## src/rtl/mips_pkg.sv

```systemverilog
`default_nettype none
// ============================================================================
// Module      : mips_pkg
// Description : Shared definitions for the 5-stage MIPS core. This package
//               holds the default datapath and register-index widths, the
//               ALU operation encodings and the hard-wired zero register
//               index.
// Revision    : 1.0 - initial release
// ============================================================================
package mips_pkg;

    // Default widths. Module parameters named DW/RW pick these up.
    localparam int DW_DEFAULT = 32;
    localparam int RW_DEFAULT = 5;

    // ALU operation encodings carried on alu_op.
    localparam logic [2:0] ALU_AND = 3'b000;
    localparam logic [2:0] ALU_OR  = 3'b001;
    localparam logic [2:0] ALU_ADD = 3'b010;
    localparam logic [2:0] ALU_SUB = 3'b110;
    localparam logic [2:0] ALU_SLL = 3'b011;

    // $zero always reads 0. A write that targets it must never be
    // forwarded and must never cause a stall.
    localparam int unsigned REG_ZERO = 0;

endpackage : mips_pkg
`default_nettype wire

```

## src/rtl/id_ex_stage_if.sv

```systemverilog
`default_nettype none
// ============================================================================
// Module      : id_ex_if
// Description : Bundle between decode, the ID/EX stage and the later stages.
//               The stage uses the 'slave' modport: it receives decode
//               fields, flush and the MEM/WB writeback triples, and drives
//               stall and the EX-side operands/control. The 'master' modport
//               is the opposite view, for whatever drives the stage.
//   Parameters : DW - datapath width, RW - register index width
// Revision    : 1.0 - initial release
// ============================================================================
interface id_ex_if
    import mips_pkg::*;
#(
    parameter int DW = DW_DEFAULT,
    parameter int RW = RW_DEFAULT
);
    // Decode slot
    logic          id_valid;
    logic [DW-1:0] id_rs_data;
    logic [DW-1:0] id_rt_data;
    logic [DW-1:0] id_imm;
    logic [RW-1:0] id_rs;
    logic [RW-1:0] id_rt;
    logic [RW-1:0] id_rd;
    logic [2:0]    id_alu_op;
    logic [3:0]    id_shamt;
    logic          id_alu_src;
    logic          id_reg_write;
    logic          id_mem_read;
    logic          id_mem_write;
    logic          flush;

    // Writeback information from later stages
    logic          mem_reg_write;
    logic [RW-1:0] mem_rd;
    logic [DW-1:0] mem_result;
    logic          wb_reg_write;
    logic [RW-1:0] wb_rd;
    logic [DW-1:0] wb_result;

    // Stage outputs
    logic          stall;
    logic          ex_valid;
    logic [DW-1:0] ex_alu_a;
    logic [DW-1:0] ex_alu_b;
    logic [2:0]    ex_alu_op;
    logic [3:0]    ex_shamt;
    logic [DW-1:0] ex_store_data;
    logic [RW-1:0] ex_rd;
    logic          ex_reg_write;
    logic          ex_mem_read;
    logic          ex_mem_write;

    modport slave (
        input  id_valid, id_rs_data, id_rt_data, id_imm, id_rs, id_rt, id_rd,
               id_alu_op, id_shamt, id_alu_src, id_reg_write, id_mem_read,
               id_mem_write, flush,
               mem_reg_write, mem_rd, mem_result,
               wb_reg_write, wb_rd, wb_result,
        output stall, ex_valid, ex_alu_a, ex_alu_b, ex_alu_op, ex_shamt,
               ex_store_data, ex_rd, ex_reg_write, ex_mem_read, ex_mem_write
    );

    modport master (
        output id_valid, id_rs_data, id_rt_data, id_imm, id_rs, id_rt, id_rd,
               id_alu_op, id_shamt, id_alu_src, id_reg_write, id_mem_read,
               id_mem_write, flush,
               mem_reg_write, mem_rd, mem_result,
               wb_reg_write, wb_rd, wb_result,
        input  stall, ex_valid, ex_alu_a, ex_alu_b, ex_alu_op, ex_shamt,
               ex_store_data, ex_rd, ex_reg_write, ex_mem_read, ex_mem_write
    );

endinterface : id_ex_if
`default_nettype wire

```

## src/rtl/forward_unit.sv

```systemverilog
`default_nettype none
// ============================================================================
// Module      : forward_unit
// Description : Operand bypass select for one source register. It returns
//               the MEM-stage result when MEM is writing this source, else
//               the WB-stage result when WB is writing it, else the
//               registered register-file value. $zero is never bypassed.
//   Ports : i_src                          source register index
//           i_reg_data                     registered register-file data
//           i_mem_we / i_mem_rd / i_mem_data  EX/MEM writeback triple
//           i_wb_we  / i_wb_rd  / i_wb_data   MEM/WB writeback triple
//           o_data                         selected operand
// Revision    : 1.0 - initial release
// ============================================================================
module forward_unit
    import mips_pkg::*;
#(
    parameter int DW = DW_DEFAULT,
    parameter int RW = RW_DEFAULT
) (
    input  wire logic [RW-1:0] i_src,
    input  wire logic [DW-1:0] i_reg_data,
    input  wire logic          i_mem_we,
    input  wire logic [RW-1:0] i_mem_rd,
    input  wire logic [DW-1:0] i_mem_data,
    input  wire logic          i_wb_we,
    input  wire logic [RW-1:0] i_wb_rd,
    input  wire logic [DW-1:0] i_wb_data,
    output logic      [DW-1:0] o_data
);

    logic w_src_nonzero;
    logic w_mem_hit;
    logic w_wb_hit;

    assign w_src_nonzero = (i_src != RW'(REG_ZERO));
    assign w_mem_hit     = i_mem_we && (i_mem_rd == i_src) && w_src_nonzero;
    assign w_wb_hit      = i_wb_we  && (i_wb_rd  == i_src) && w_src_nonzero;

    // MEM holds the younger write, so it wins over WB.
    always_comb begin
        o_data = i_reg_data;
        if (w_mem_hit) begin
            o_data = i_mem_data;
        end else if (w_wb_hit) begin
            o_data = i_wb_data;
        end
    end

endmodule : forward_unit
`default_nettype wire

```

## src/rtl/id_ex_stage.sv

```systemverilog
`default_nettype none
// ============================================================================
// Module      : id_ex_stage
// Description : ID/EX pipeline register of the 5-stage MIPS core. It captures
//               decoded operands and control, resolves RAW hazards by
//               bypassing from the MEM and WB stages, and detects load-use
//               hazards. On a load-use hazard it stalls decode and inserts a
//               bubble into EX.
//   Ports : clk   - clock, rising edge
//           rst_n - asynchronous active-low reset
//           bus   - id_ex_if.slave: decode fields, flush, MEM/WB writeback
//                   triples in; stall and EX operands/control out
//   Config: ID_EX_FORWARD_EN - when defined, enables the bypass muxes and
//           the load-use stall. When undefined, operands come straight from
//           the pipeline register, stall is 0 and the mem_*/wb_* inputs are
//           ignored.
// Revision    : 1.0 - initial release
// ============================================================================
module id_ex_stage
    import mips_pkg::*;
#(
    parameter int DW = DW_DEFAULT,
    parameter int RW = RW_DEFAULT
) (
    input  wire logic clk,
    input  wire logic rst_n,
    id_ex_if.slave    bus
);

    // ------------------------------------------------------------------
    // Pipeline register
    // ------------------------------------------------------------------
    logic          r_ex_valid;
    logic [DW-1:0] r_rs_data;
    logic [DW-1:0] r_rt_data;
    logic [DW-1:0] r_imm;
    logic [RW-1:0] r_rs;
    logic [RW-1:0] r_rt;
    logic [RW-1:0] r_rd;
    logic [2:0]    r_alu_op;
    logic [3:0]    r_shamt;
    logic          r_alu_src;
    logic          r_reg_write;
    logic          r_mem_read;
    logic          r_mem_write;

    logic          w_stall;
    logic          w_load;
    logic          w_mem_we;
    logic          w_wb_we;
    logic [DW-1:0] w_fwd_rs;
    logic [DW-1:0] w_fwd_rt;

`ifdef ID_EX_FORWARD_EN
    logic w_hazard;

    assign w_mem_we = bus.mem_reg_write;
    assign w_wb_we  = bus.wb_reg_write;

    // The load in EX delivers its data only after MEM, so a dependent
    // instruction in ID must wait one cycle and then pick it up from WB.
    assign w_hazard = r_ex_valid && r_mem_read && (r_rd != RW'(REG_ZERO)) &&
                      bus.id_valid &&
                      ((r_rd == bus.id_rs) || (r_rd == bus.id_rt));

    // A taken branch kills the ID slot, so there is nothing left to hold.
    assign w_stall  = w_hazard && !bus.flush;
`else
    logic w_unused_wb_ctl;

    // With bypassing disabled the write enables are masked, so the
    // forward units always return the registered values.
    assign w_mem_we        = 1'b0;
    assign w_wb_we         = 1'b0;
    assign w_stall         = 1'b0;
    assign w_unused_wb_ctl = bus.mem_reg_write ^ bus.wb_reg_write;
`endif

    assign w_load = !bus.flush && !w_stall;

    // Bubbles clear everything (data fields too) so EX contents are
    // deterministic. An invalid ID slot loads with its side effects masked.
    always_ff @(posedge clk or negedge rst_n) begin
        if (!rst_n) begin
            r_ex_valid  <= 1'b0;
            r_rs_data   <= '0;
            r_rt_data   <= '0;
            r_imm       <= '0;
            r_rs        <= '0;
            r_rt        <= '0;
            r_rd        <= '0;
            r_alu_op    <= 3'b000;
            r_shamt     <= 4'd0;
            r_alu_src   <= 1'b0;
            r_reg_write <= 1'b0;
            r_mem_read  <= 1'b0;
            r_mem_write <= 1'b0;
        end else if (!w_load) begin
            r_ex_valid  <= 1'b0;
            r_rs_data   <= '0;
            r_rt_data   <= '0;
            r_imm       <= '0;
            r_rs        <= '0;
            r_rt        <= '0;
            r_rd        <= '0;
            r_alu_op    <= 3'b000;
            r_shamt     <= 4'd0;
            r_alu_src   <= 1'b0;
            r_reg_write <= 1'b0;
            r_mem_read  <= 1'b0;
            r_mem_write <= 1'b0;
        end else begin
            r_ex_valid  <= bus.id_valid;
            r_rs_data   <= bus.id_rs_data;
            r_rt_data   <= bus.id_rt_data;
            r_imm       <= bus.id_imm;
            r_rs        <= bus.id_rs;
            r_rt        <= bus.id_rt;
            r_rd        <= bus.id_rd;
            r_alu_op    <= bus.id_alu_op;
            r_shamt     <= bus.id_shamt;
            r_alu_src   <= bus.id_alu_src;
            r_reg_write <= bus.id_reg_write && bus.id_valid;
            r_mem_read  <= bus.id_mem_read  && bus.id_valid;
            r_mem_write <= bus.id_mem_write && bus.id_valid;
        end
    end

    // ------------------------------------------------------------------
    // Operand bypass, applied after the pipeline register so that a
    // change on the MEM/WB inputs shows up on the operands in the same
    // cycle.
    // ------------------------------------------------------------------
    forward_unit #(
        .DW (DW),
        .RW (RW)
    ) u_fwd_rs (
        .i_src      (r_rs),
        .i_reg_data (r_rs_data),
        .i_mem_we   (w_mem_we),
        .i_mem_rd   (bus.mem_rd),
        .i_mem_data (bus.mem_result),
        .i_wb_we    (w_wb_we),
        .i_wb_rd    (bus.wb_rd),
        .i_wb_data  (bus.wb_result),
        .o_data     (w_fwd_rs)
    );

    forward_unit #(
        .DW (DW),
        .RW (RW)
    ) u_fwd_rt (
        .i_src      (r_rt),
        .i_reg_data (r_rt_data),
        .i_mem_we   (w_mem_we),
        .i_mem_rd   (bus.mem_rd),
        .i_mem_data (bus.mem_result),
        .i_wb_we    (w_wb_we),
        .i_wb_rd    (bus.wb_rd),
        .i_wb_data  (bus.wb_result),
        .o_data     (w_fwd_rt)
    );

    // ------------------------------------------------------------------
    // Outputs
    // ------------------------------------------------------------------
    assign bus.stall         = w_stall;
    assign bus.ex_valid      = r_ex_valid;
    assign bus.ex_alu_a      = w_fwd_rs;
    assign bus.ex_alu_b      = r_alu_src ? r_imm : w_fwd_rt;
    // Stores always need the rt value, even when operand B is the offset.
    assign bus.ex_store_data = w_fwd_rt;
    assign bus.ex_alu_op     = r_alu_op;
    assign bus.ex_shamt      = r_shamt;
    assign bus.ex_rd         = r_rd;
    assign bus.ex_reg_write  = r_reg_write;
    assign bus.ex_mem_read   = r_mem_read;
    assign bus.ex_mem_write  = r_mem_write;

endmodule : id_ex_stage
`default_nettype wire

```

## src/flat_wrapper.sv

```systemverilog
// flat-port wrapper written by rule: the top's interface ports become plain ports
module id_ex_stage_flat import mips_pkg::*;
#(
    parameter int DW = DW_DEFAULT,
    parameter int RW = RW_DEFAULT
)
  (clk, rst_n, bus_id_valid, bus_id_rs_data, bus_id_rt_data, bus_id_imm, bus_id_rs, bus_id_rt, bus_id_rd, bus_id_alu_op, bus_id_shamt, bus_id_alu_src, bus_id_reg_write, bus_id_mem_read, bus_id_mem_write, bus_flush, bus_mem_reg_write, bus_mem_rd, bus_mem_result, bus_wb_reg_write, bus_wb_rd, bus_wb_result, bus_stall, bus_ex_valid, bus_ex_alu_a, bus_ex_alu_b, bus_ex_alu_op, bus_ex_shamt, bus_ex_store_data, bus_ex_rd, bus_ex_reg_write, bus_ex_mem_read, bus_ex_mem_write);
  id_ex_if #(.DW(DW), .RW(RW)) bus_i ();
  input  wire logic clk;
  input  wire logic rst_n;
  input wire logic [$bits(bus_i.id_valid)-1:0] bus_id_valid;
  input wire logic [$bits(bus_i.id_rs_data)-1:0] bus_id_rs_data;
  input wire logic [$bits(bus_i.id_rt_data)-1:0] bus_id_rt_data;
  input wire logic [$bits(bus_i.id_imm)-1:0] bus_id_imm;
  input wire logic [$bits(bus_i.id_rs)-1:0] bus_id_rs;
  input wire logic [$bits(bus_i.id_rt)-1:0] bus_id_rt;
  input wire logic [$bits(bus_i.id_rd)-1:0] bus_id_rd;
  input wire logic [$bits(bus_i.id_alu_op)-1:0] bus_id_alu_op;
  input wire logic [$bits(bus_i.id_shamt)-1:0] bus_id_shamt;
  input wire logic [$bits(bus_i.id_alu_src)-1:0] bus_id_alu_src;
  input wire logic [$bits(bus_i.id_reg_write)-1:0] bus_id_reg_write;
  input wire logic [$bits(bus_i.id_mem_read)-1:0] bus_id_mem_read;
  input wire logic [$bits(bus_i.id_mem_write)-1:0] bus_id_mem_write;
  input wire logic [$bits(bus_i.flush)-1:0] bus_flush;
  input wire logic [$bits(bus_i.mem_reg_write)-1:0] bus_mem_reg_write;
  input wire logic [$bits(bus_i.mem_rd)-1:0] bus_mem_rd;
  input wire logic [$bits(bus_i.mem_result)-1:0] bus_mem_result;
  input wire logic [$bits(bus_i.wb_reg_write)-1:0] bus_wb_reg_write;
  input wire logic [$bits(bus_i.wb_rd)-1:0] bus_wb_rd;
  input wire logic [$bits(bus_i.wb_result)-1:0] bus_wb_result;
  output wire logic [$bits(bus_i.stall)-1:0] bus_stall;
  output wire logic [$bits(bus_i.ex_valid)-1:0] bus_ex_valid;
  output wire logic [$bits(bus_i.ex_alu_a)-1:0] bus_ex_alu_a;
  output wire logic [$bits(bus_i.ex_alu_b)-1:0] bus_ex_alu_b;
  output wire logic [$bits(bus_i.ex_alu_op)-1:0] bus_ex_alu_op;
  output wire logic [$bits(bus_i.ex_shamt)-1:0] bus_ex_shamt;
  output wire logic [$bits(bus_i.ex_store_data)-1:0] bus_ex_store_data;
  output wire logic [$bits(bus_i.ex_rd)-1:0] bus_ex_rd;
  output wire logic [$bits(bus_i.ex_reg_write)-1:0] bus_ex_reg_write;
  output wire logic [$bits(bus_i.ex_mem_read)-1:0] bus_ex_mem_read;
  output wire logic [$bits(bus_i.ex_mem_write)-1:0] bus_ex_mem_write;
  assign bus_i.id_valid = bus_id_valid;
  assign bus_i.id_rs_data = bus_id_rs_data;
  assign bus_i.id_rt_data = bus_id_rt_data;
  assign bus_i.id_imm = bus_id_imm;
  assign bus_i.id_rs = bus_id_rs;
  assign bus_i.id_rt = bus_id_rt;
  assign bus_i.id_rd = bus_id_rd;
  assign bus_i.id_alu_op = bus_id_alu_op;
  assign bus_i.id_shamt = bus_id_shamt;
  assign bus_i.id_alu_src = bus_id_alu_src;
  assign bus_i.id_reg_write = bus_id_reg_write;
  assign bus_i.id_mem_read = bus_id_mem_read;
  assign bus_i.id_mem_write = bus_id_mem_write;
  assign bus_i.flush = bus_flush;
  assign bus_i.mem_reg_write = bus_mem_reg_write;
  assign bus_i.mem_rd = bus_mem_rd;
  assign bus_i.mem_result = bus_mem_result;
  assign bus_i.wb_reg_write = bus_wb_reg_write;
  assign bus_i.wb_rd = bus_wb_rd;
  assign bus_i.wb_result = bus_wb_result;
  assign bus_stall = bus_i.stall;
  assign bus_ex_valid = bus_i.ex_valid;
  assign bus_ex_alu_a = bus_i.ex_alu_a;
  assign bus_ex_alu_b = bus_i.ex_alu_b;
  assign bus_ex_alu_op = bus_i.ex_alu_op;
  assign bus_ex_shamt = bus_i.ex_shamt;
  assign bus_ex_store_data = bus_i.ex_store_data;
  assign bus_ex_rd = bus_i.ex_rd;
  assign bus_ex_reg_write = bus_i.ex_reg_write;
  assign bus_ex_mem_read = bus_i.ex_mem_read;
  assign bus_ex_mem_write = bus_i.ex_mem_write;
  id_ex_stage #(.DW(DW), .RW(RW)) u_core (.clk(clk), .rst_n(rst_n), .bus(bus_i));
endmodule
```

## config.mk

```make
export PLATFORM = sky130hd
export DESIGN_NAME = id_ex_stage_flat
export DESIGN_NICKNAME = d
export VERILOG_FILES = /design/src/rtl/mips_pkg.sv /design/src/rtl/id_ex_stage_if.sv /design/src/rtl/forward_unit.sv /design/src/rtl/id_ex_stage.sv /design/src/flat_wrapper.sv
export SDC_FILE = /design/constraint.sdc
export NUM_CORES = 1
export LEC_CHECK = 0
export ABC_CLOCK_PERIOD_IN_PS = 2170
export BUFFER_PORTS_ARGS = -buffer_cell sky130_fd_sc_hd__buf_2
export CORE_AREA = 2 2 123 125
export CTS_CLUSTER_SIZE = 28
export DETAILED_ROUTE_END_ITERATION = 16
export DIE_AREA = 0 0 125 127
export PLACE_DENSITY = 0.62
export SLEW_MARGIN = 20
export SYNTH_ARGS = -nofsm -noshare
export SYNTH_HDL_FRONTEND = slang
export SYNTH_SLANG_ARGS = --single-unit
```

## constraint.sdc

```tcl
create_clock -name clk -period 2.17 [get_ports clk]
set_input_delay 0.434 -clock clk [delete_from_list [all_inputs] [get_ports clk]]
set_output_delay 0.434 -clock clk [all_outputs]
set_load 0.1 [all_outputs]
```

# Word-level counts from Yosys, hierarchy flattened
# Index checks and enable logic that the tools add are counted.
dict set report totals {
  regBits 113
  input_bits 202
}
dict set report classes {
  reduce_logical 3
  muxes 12
}
# op count
set op_table {}
lappend op_table {{32-bit two-way mux} 4}
lappend op_table {{1-bit two-way mux} 5}
lappend op_table {{5-bit two-way mux} 1}
lappend op_table {{4-bit two-way mux} 1}
lappend op_table {{1-bit logical AND} 3}
lappend op_table {{3-bit two-way mux} 1}

# Depth between registers and ports, before layout
# Gate-level depths: netlist of the first run.
dict set report depth {
  word_depth 2
  ltp_mapped 3
  mapped_depth_nobuf 1
}

# By module
# A second synthesis of the first run with hierarchy kept.
dict set report unflattened {
  hier_cells 693
  hier_area_um2 6800.3
}
# module cells_per_inst area_per_inst_um2 n_inst
set modules_own_cells {}
lappend modules_own_cells {id_ex_stage 297 4493.1 1}
lappend modules_own_cells {forward_unit 198 1153.6 2}

# Worst setup path before layout of the first run
# Ideal clock, no wire load.
dict set report synth_timing {
  path_type {flip-flop to output port}
  start {register u_core.r_rt_data[0]}
  end {output port bus_ex_alu_b[0]}
  t_required_ps 1736
  path_slack_ps 185
  stages_incl_launch_ff 2
  t_arrival_ps 1551
  cell_sequence {dfrtp_1 > mux2_2}
}
dict set report synth_via {
  elab_chain_cells 1
}
# item line_no
set synth_rtl {}
lappend synth_rtl {{start: declaration} id_ex_stage.sv:35} ;# logic [DW-1:0] r_rt_data;
lappend synth_rtl {{start signal: assignment} id_ex_stage.sv:115} ;# r_rt_data <= bus.id_rt_data;
lappend synth_rtl {{32-bit two-way mux} id_ex_stage.sv:170} ;# assign bus.ex_alu_b = r_alu_src ? r_imm : w_fwd_rt;
lappend synth_rtl {{end: declaration} flat_wrapper.sv:34} ;# output wire logic [$bits(bus_i.ex_alu_b)-1:0] bus_ex_alu_b;
# No other way between the ends.

# Worst setup path after layout of the first run
dict set report layout_timing {
  start {register u_core.r_alu_src}
  end {output port bus_ex_alu_b[23]}
}
dict set report layout_via {
  elab_chain_cells 1
}
# item line_no
set layout_rtl {}
lappend layout_rtl {{start: declaration} id_ex_stage.sv:42} ;# logic r_alu_src;
lappend layout_rtl {{start signal: assignment} id_ex_stage.sv:122} ;# r_alu_src <= bus.id_alu_src;
lappend layout_rtl {{32-bit two-way mux} id_ex_stage.sv:170}
# No other way between the ends.

==> run metrics, run 1 <==
aggregate global routing overflow 0; Tot Pwr 0.00640 W; clk slew on worst S/H paths 0.05 ns; Row Count 44; Mapped Cells 276; synth warn 0; slowest stage delay, CP 0.42 ns; fraction of the cycle the final worst path needs 95.5%; vias 2,843; Worst Path Required 1.74 ns; Post-Synth XOR/XNOR Area 0%; fraction of synthesized area in multiplexers 11.4%; RD Place Congestion 0.748; Worst-Margin Slew 0.655 ns; Port-buffer cells 227; WS Path Type reg -> out; largest family of logic cells by synthesized area simple AND/OR/NAND/NOR gates; Mean Syn Cell Area 15.1 µm²; Area growth, synth to finish 51.1%; Ports 315; # DRC 0; drt initial violations 50; Max IR drop VDD 0.506 mV; Starting Density 28.8%; sequential area share after synthesis 68.0%; Syn Std Cell Area 4160 µm²; Leak 3.33 nW; largest net degree at the start of global routing 61; Max-cap violations 0; first-pass GRT wire length 15,000 µm; CP max stage cell dfrtp_2; crit-path leading delay family buffers and inverters; Final nets 713; #FFs+latches synth 113; clk root buf clkbuf_16; WP buf/inv 2; CP max FO 21; die span in y 127 µm; Max clock buf depth 2; Setup Fix Bufs, Post-CTS 0; die width 125 µm; pwr dens 1020 nW/µm²; cells along the critical path buf_12, mux2_4, buf_2; Routed Antenna Nets 0; dpl ws 0.512 ns; final hold viol count 0; DP HPWL 6970 µm; share of layout cells above drive strength 1 56.0%; Num CTS Buffers 17; Synth Area in Compound Gates 0%; vias per std cell 4.02; Hold Crit Class in -> async; post-synthesis adder-cell area fraction 0%; Worst slew margin 56.3%; final slew viol count 0; Setup TNS 0 ns; Fill cells 1,352; Hold WS 0.0194 ns; startpoint types register; RSZ-0062 raised after global routing no; fmax 483 MHz; final WL 9310 µm; Yosys cell types 10; CORE AREA 14,400 µm²; First-pass DRT Iterations 4; CTS Hold Buffers Added 0; critical path capture point type output pin; antenna violations before repair 0; total track usage 12.2%; number of global-route vias before repair 3,079; Syn Nets 478; post_cts resized 0; status complete, no violations; H-tree levels 4; clock sink count 113; endpoints failing setup 0; setup ws final 0.0985 ns; post-route minimum period 2.07 ns; arrival time at the worst endpoint 1.64 ns; number of diodes 0; Post-Synth Simple-Gate Area 17.2%; CTS tree done; Routed wire per std cell 13.2 µm; DIE AREA 15,900 µm²
[report_power, final]
part / switching (W) / internal, W
Clock: 0.000871 / 0.00183
Combinational: 0.00110 / 0.000344
Sequential: 0.0000344 / 0.00222
[sequential cells by signal, summed over array words and instances (netlist names), 3 cells and up]
signal	count
u_core.bus.ex_rd	5
u_core.r_rs_data	32
u_core.r_imm	32
u_core.r_rt_data	32
u_core.bus.ex_shamt	4
u_core.bus.ex_alu_op	3
[routing by layer]
layer / global-route usage (%) / vias up / routed length (µm)
li1: - / 1331 / -
met1: 13.8 / 1357 / 3680
met2: 19.6 / 149 / 4520
met3: 6.74 / 6 / 1020
met4: 4.51 / 0 / 97
met5: 0 / - / 0
[synth_stat cells (all sizes together)]
cell	count	area share [%]
conb	1	0.090
dfrtp	113	68
mux2	32	11
and3b	3	0.63
nor2b	110	17
buf	17	3.3
[cell type report]
type,count,area (µm²),share of cell area (%)
sequential,113,2830,45.0
timing repair buffer,233,1450,23.1
multi-input combinational,146,1190,19.0
clock inverter,5,75.1,1.19
tap,184,230,3.66
clock buffer,26,509,8.10
[placed cells by master (no fill, tap or decap)]
| cell type | n |
|---|---|
| dfrtp_1 | 112 |
| clkinv_2 | 3 |
| buf_4 | 5 |
| mux2_4 | 30 |
| clkbuf_16 | 17 |
| clkbuf_1 | 4 |
| conb_1 | 1 |
| and3b_1 | 3 |
| clkbuf_8 | 5 |
| nor2b_1 | 110 |
| buf_12 | 18 |
| dfrtp_2 | 1 |
| buf_2 | 210 |
| mux2_2 | 2 |
| bufinv_16 | 2 |
[worst max path at each step]
stage,startpoint,endpoint,cells after the start
after global placement,u_core.r_alu_src,bus_ex_alu_b[29],3
after CTS,u_core.r_alu_src,bus_ex_alu_b[23],3
after global routing,u_core.r_alu_src,bus_ex_alu_b[23],3
final,u_core.r_alu_src,bus_ex_alu_b[23],3
after detailed placement,u_core.r_alu_src,bus_ex_alu_b[23],3
after floorplan,u_core.r_rt_data[0],bus_ex_alu_b[0],1
[per-stage QoR]
stage / instances / instance area, µm² / utilization [%]
after floorplan: 276 / 4160 / -
after global placement: 676 / 5700 / 39.5
after detailed placement: 676 / 5700 / 39.5
after CTS: 707 / 6280 / 43.6
after global routing: 707 / 6280 / 43.6
final: 707 / 6280 / 43.6
[cell families (layout without fill, tap and decap cells)]
logic type	after synthesis	after routing
AND/OR/NAND/NOR	113	113
buffers and inverters	17	264
flip-flops	113	113
other	1	1
multiplexers	32	32
Power figures use the tool's default switching activity.
==> run 2, diff against run 1 <==
Settings changed: ABC_CLOCK_PERIOD_IN_PS 2170 to 1800, CORE_AREA 2 2 123 125 to 2 2 121 123, CTS_CLUSTER_SIZE 28 to 14, DIE_AREA 0 0 125 127 to 0 0 123 125, HOLD_SLACK_MARGIN from default to 0.06, PLACE_DENSITY 0.62 to 0.66.
Clock period 2.17 ns to 1.8 ns, I/O delays scaled along.
==> run 2 against run 1 <==
Net effect: the run now ends with negative setup slack left; first-iteration DRC count grew 32%; worst hold slack better by 0.15 ns; sequential share of layout area decreased by 2.1 points; critical path type unchanged; largest power group unchanged; highest routed layer unchanged.
==> run metrics, run 2 (same netlist as run 1, synthesis figures left out) <==
status finished, violations left (was complete, no violations); violated checks negative setup slack; Port-buffer cells 227 (unchanged); multi-input logic area 1190 µm² (unchanged); Max-cap violations 0 (unchanged); # DRC 0 (unchanged); number of global-route vias before repair 3,151 (was 3,079); clock sink count 113 (unchanged); fmax 508 MHz; Setup TNS -4.22 ns (was 0 ns); RSZ-0062 raised after global routing yes (was no); WS Path Type reg -> out (unchanged); First-pass DRT Iterations 3 (was 4); CORE AREA 14,200 µm² (was 14,400 µm²); vias 2,893 (was 2,843); vias per std cell 4.06 (was 4.02); CTS tree done (unchanged); final hold viol count 0 (unchanged); CP max FO 18 (was 21); Routed Antenna Nets 0 (unchanged); share of layout cells above drive strength 1 57.0% (was 56.0%); drt initial violations 66 (was 50); fraction of the cycle the final worst path needs 109%; register area 2830 µm² (about the same); setup ws final -0.169 ns (was 0.0985 ns); pwr dens 1190 nW/µm² (was 1020 nW/µm²); Ports 315 (unchanged); largest net degree at the start of global routing 56 (was 61); RD Place Congestion 0.763 (was 0.748); arrival time at the worst endpoint 1.61 ns (was 1.64 ns); Worst Path Required 1.44 ns (was 1.74 ns); number of diodes 0 (unchanged); die width 123 µm (was 125 µm); die span in y 125 µm (was 127 µm); final WL 9770 µm (was 9310 µm); DIE AREA 15,400 µm² (was 15,900 µm²); Hold Crit Class in -> reg (was in -> async); clk slew on worst S/H paths 0.05 ns (about the same); Max IR drop VDD 0.494 mV (was 0.506 mV); post-route minimum period 1.97 ns; Max clock buf depth 2 (unchanged); aggregate global routing overflow 0 (unchanged); Area growth, synth to finish 58.7% (was 51.1%); endpoints failing setup 31 (was 0); startpoint types register (unchanged); Hold WS 0.171 ns (was 0.0194 ns); clk root buf clkbuf_16 (unchanged); Routed wire per std cell 13.7 µm (was 13.2 µm); Num CTS Buffers 17 (unchanged); Starting Density 29.3% (was 28.8%); first-pass GRT wire length 15,600 µm (was 15,000 µm); antenna violations before repair 0 (unchanged); Final nets 717 (was 713); H-tree levels 4 (unchanged); top flop regs u_core.r_imm (32), u_core.r_rs_data (32), u_core.r_rt_data (32) (unchanged); critical path capture point type output pin (unchanged); total track usage 13.6% (was 12.2%); DP HPWL 7240 µm (was 6970 µm); most common cell after layout, fill and taps aside buf_2 (unchanged); commonest non-fill, non-tap cells in the layout 193 x buf_2, 110 x nor2b_1, 110 x dfrtp_1 (was 210 x buf_2, 112 x dfrtp_1, 110 x nor2b_1); final slew viol count 0 (unchanged); post_cts resized 0 (unchanged); Row Count 44 (unchanged); Leak 3.42 nW (was 3.33 nW); Fill cells 1,292 (was 1,352)
## run 2: stage by stage
stage	total power, W	instances	instance area, µm²	worst slack (ns)	utilization, %
floorplan	0.00407	276	4160	0.0434	-
global placement	0.00462	678	6000	0.182	42.2
detailed placement	0.00464	678	6000	0.179	42.2
CTS	0.00795	712	6600	-0.200	46.5
global route	0.00815	712	6600	-0.223	46.5
finish	0.00783	712	6600	-0.169	46.5
## run 2: routing by layer
metal / vias to the layer above / wire length (µm) / track usage (%) / share of wire [%]
met4: 0 / 176 / 6.15 / 1.8
met1: 1395 / 3760 / 15.2 / 38
li1: 1343 / - / - / -
met2: 142 / 4830 / 22.0 / 49
met5: - / 0 / 0 / 0
met3: 13 / 1000 / 6.34 / 10
## run 2: final timing paths
kind / slack [ns] / start / endpoint / cells past startpoint
max: -0.17 / u_core.r_alu_src / bus_ex_alu_b[14] / 3
min: 0.17 / bus_id_rs_data[5] / u_core.r_rs_data[5] / 2
max in group asynchronous: 0.81 / rst_n / u_core.r_rt_data[0] / 3
min in group asynchronous: 0.43 / rst_n / u_core.r_rt_data[9] / 2
## run 2: final cells by class
| type | count | area share, % |
|---|---|---|
| clock buffers | 22 | 7.19 |
| clock inverters | 10 | 1.65 |
| multi-input cells | 146 | 18.1 |
| flip-flops and latches | 113 | 42.9 |
| well taps | 184 | 3.49 |
| repair buffers | 237 | 26.7 |
## run 2: worst max-delay path, stage by stage, from the launching register on
cell     delay [ns]
dfrtp_2        0.46
buf_12         0.21
mux2_4         0.34
buf_12         0.17
## run 2: power by group
group	switching [W]	internal, W	total [W]
clock network	0.00112	0.00213	0.00325
registers	0.0000451	0.00267	0.00272
logic	0.00135	0.000513	0.00186
## run 2: timing repair
item	in CTS	in global routing
buffers inserted	1	0
endpoints found under the hold margin	25	0
endpoints found under the setup margin	32	32
hold buffers	1	0
pin swaps	0	0
==> run 3, diff against run 2 <==
Settings changed: SETUP_SLACK_MARGIN from default to 0.2.
==> run 3 against run 2 <==
Net effect: the flow still finishes with violations (negative setup slack); final area increased by 0.78%; die area is the same; sequential share of layout area increased by 0.23 points; first-iteration DRC count down 41%; critical path type unchanged; fmax is 1.2% lower; routed wire length rose by 1.3%; cell count down 0.14%; highest routed layer unchanged; total power down 1.8%.
==> run metrics, run 3 (same netlist as run 1, synthesis figures left out) <==
status finished, violations left (unchanged); violated checks negative setup slack (unchanged); endpoints failing setup 32 (was 31); clk root buf clkbuf_16 (unchanged); final hold viol count 0 (unchanged); RD Place Congestion 0.776 (was 0.763); Final nets 717 (unchanged); pwr dens 1160 nW/µm² (was 1190 nW/µm²); Ports 315 (unchanged); fraction of the cycle the final worst path needs 111% (was 109%); arrival time at the worst endpoint 1.63 ns (was 1.61 ns); WP buf/inv 3 (was 2); number of global-route vias before repair 3,203 (was 3,151); clk slew on worst S/H paths 0.05 ns (about the same); slowest stage delay, CP 0.45 ns (was 0.46 ns); drt initial violations 39 (was 66); clock sink count 113 (unchanged); Worst slew margin 66.1%; First-pass DRT Iterations 4 (was 3); Row Count 44 (unchanged); cells along the critical path buf_12, buf_16, mux2_4, buf_12 (was buf_12, mux2_4, buf_12); CTS tree done (unchanged); most used cell, CP buf_12 (unchanged); Max clock buf depth 2 (unchanged); CP max FO 11 (was 18); Hold Crit Class in -> reg (unchanged); final std cells w/o fill 711 (was 712); placed inst area 6020 µm² (was 6000 µm²); RSZ-0062 raised after global routing yes (unchanged); Worst-Margin Slew 0.511 ns; number of diodes 0 (unchanged); largest net degree at the start of global routing 51 (was 56); Routed wire per std cell 13.9 µm (was 13.7 µm); WS Path Type reg -> out (unchanged); Starting Density 29.3% (unchanged); crit-path leading delay family buffers and inverters (was flip-flops); CP max stage cell dfrtp_2 (unchanged); CORE AREA 14,200 µm² (unchanged); first-pass GRT wire length 15,700 µm (was 15,600 µm); total track usage 13.5% (was 13.6%); post-route minimum period 1.99 ns (was 1.97 ns); die span in y 125 µm (unchanged); Area growth, synth to finish 59.9% (was 58.7%); top flop regs u_core.r_imm (32), u_core.r_rs_data (32), u_core.r_rt_data (32) (unchanged); Finished Cell Area 6650 µm² (was 6600 µm²); final WL 9900 µm (was 9770 µm); Worst Path Required 1.44 ns (about the same); Num CTS Buffers 17 (unchanged); die width 123 µm (unchanged); Post-Place Cells 676 (was 678); DP HPWL 7470 µm (was 7240 µm); Tot Pwr 0.00769 W (was 0.00783 W); dpl ws 0.165 ns (was 0.179 ns); share of layout cells above drive strength 1 62.0% (was 57.0%); DIE AREA 15,400 µm² (unchanged); fmax 502 MHz (was 508 MHz); final slew viol count 0 (unchanged); Routed Antenna Nets 0 (unchanged); Max-cap violations 0 (unchanged); aggregate global routing overflow 0 (unchanged); antenna violations before repair 0 (unchanged); vias 2,902 (was 2,893); critical path capture point type output pin (unchanged); vias per std cell 4.08 (was 4.06); Leak 3.39 nW (was 3.42 nW); setup ws final -0.193 ns (was -0.169 ns); utilization after layout 46.8% (was 46.5%); H-tree levels 4 (unchanged); # DRC 0 (unchanged); startpoint types register (unchanged); most common cell after layout, fill and taps aside buf_2 (unchanged); commonest non-fill, non-tap cells in the layout 191 x buf_2, 110 x nor2b_1, 80 x dfrtp_1 (was 193 x buf_2, 110 x nor2b_1, 110 x dfrtp_1); Port-buffer cells 227 (unchanged); Max IR drop VDD 0.732 mV (was 0.494 mV)
==> run 3: repair_timing <==
item	CTS	global route
hold endpoints to repair	23	0
hold buffers	1	0
buffers inserted	2	0
setup endpoints to repair	32	34
resized for setup	3	2
cloned	1	0
==> run 3: where the power goes <==
| group | leakage, nW | internal (W) | switching, W |
|---|---|---|---|
| Clock | 0.274 | 0.00204 | 0.00104 |
| Combinational | 1.70 | 0.000524 | 0.00135 |
| Sequential | 1.41 | 0.00268 | 0.0000462 |
| Total | 3.39 | 0.00525 | 0.00244 |
==> run 3: path summary, 6_finish.rpt <==
kind | start | endpoint | cells past startpoint
worst max-delay path | u_core.r_alu_src | bus_ex_alu_b[11] | 4
worst min-delay path | bus_id_rs_data[4] | u_core.r_rs_data[4] | 2
max in group asynchronous | rst_n | u_core.r_rt_data[29] | 3
min in group asynchronous | rst_n | u_core.r_imm[13] | 2
==> run 3: layout make-up <==
type,count,area [µm²]
clock inverters,8,90.1
clock buffers,23,458
multi-input cells,146,1200
repair buffers,237,1800
well taps,184,230
fillers,1287,7550
flip-flops and latches,113,2870
==> run 3: metrics by stage <==
stage                     hold WS (ns)  setup TNS, ns
after CTS                        0.153          -4.83
after detailed placement         0.288              0
after floorplan                 0.0644              0
after global routing             0.158          -5.78
after global placement           0.290              0
final                            0.176          -4.02
==> run 3: layer usage <==
| layer | global-route usage (%) | vias to the layer above | wire, µm |
|---|---|---|---|
| met1 | 14.6 | 1409 | 3780 |
| met3 | 6.16 | 10 | 999 |
| li1 | - | 1337 | - |
| met5 | 0 | - | 0 |
| met2 | 22.7 | 146 | 4970 |
| met4 | 5.75 | 0 | 140 |
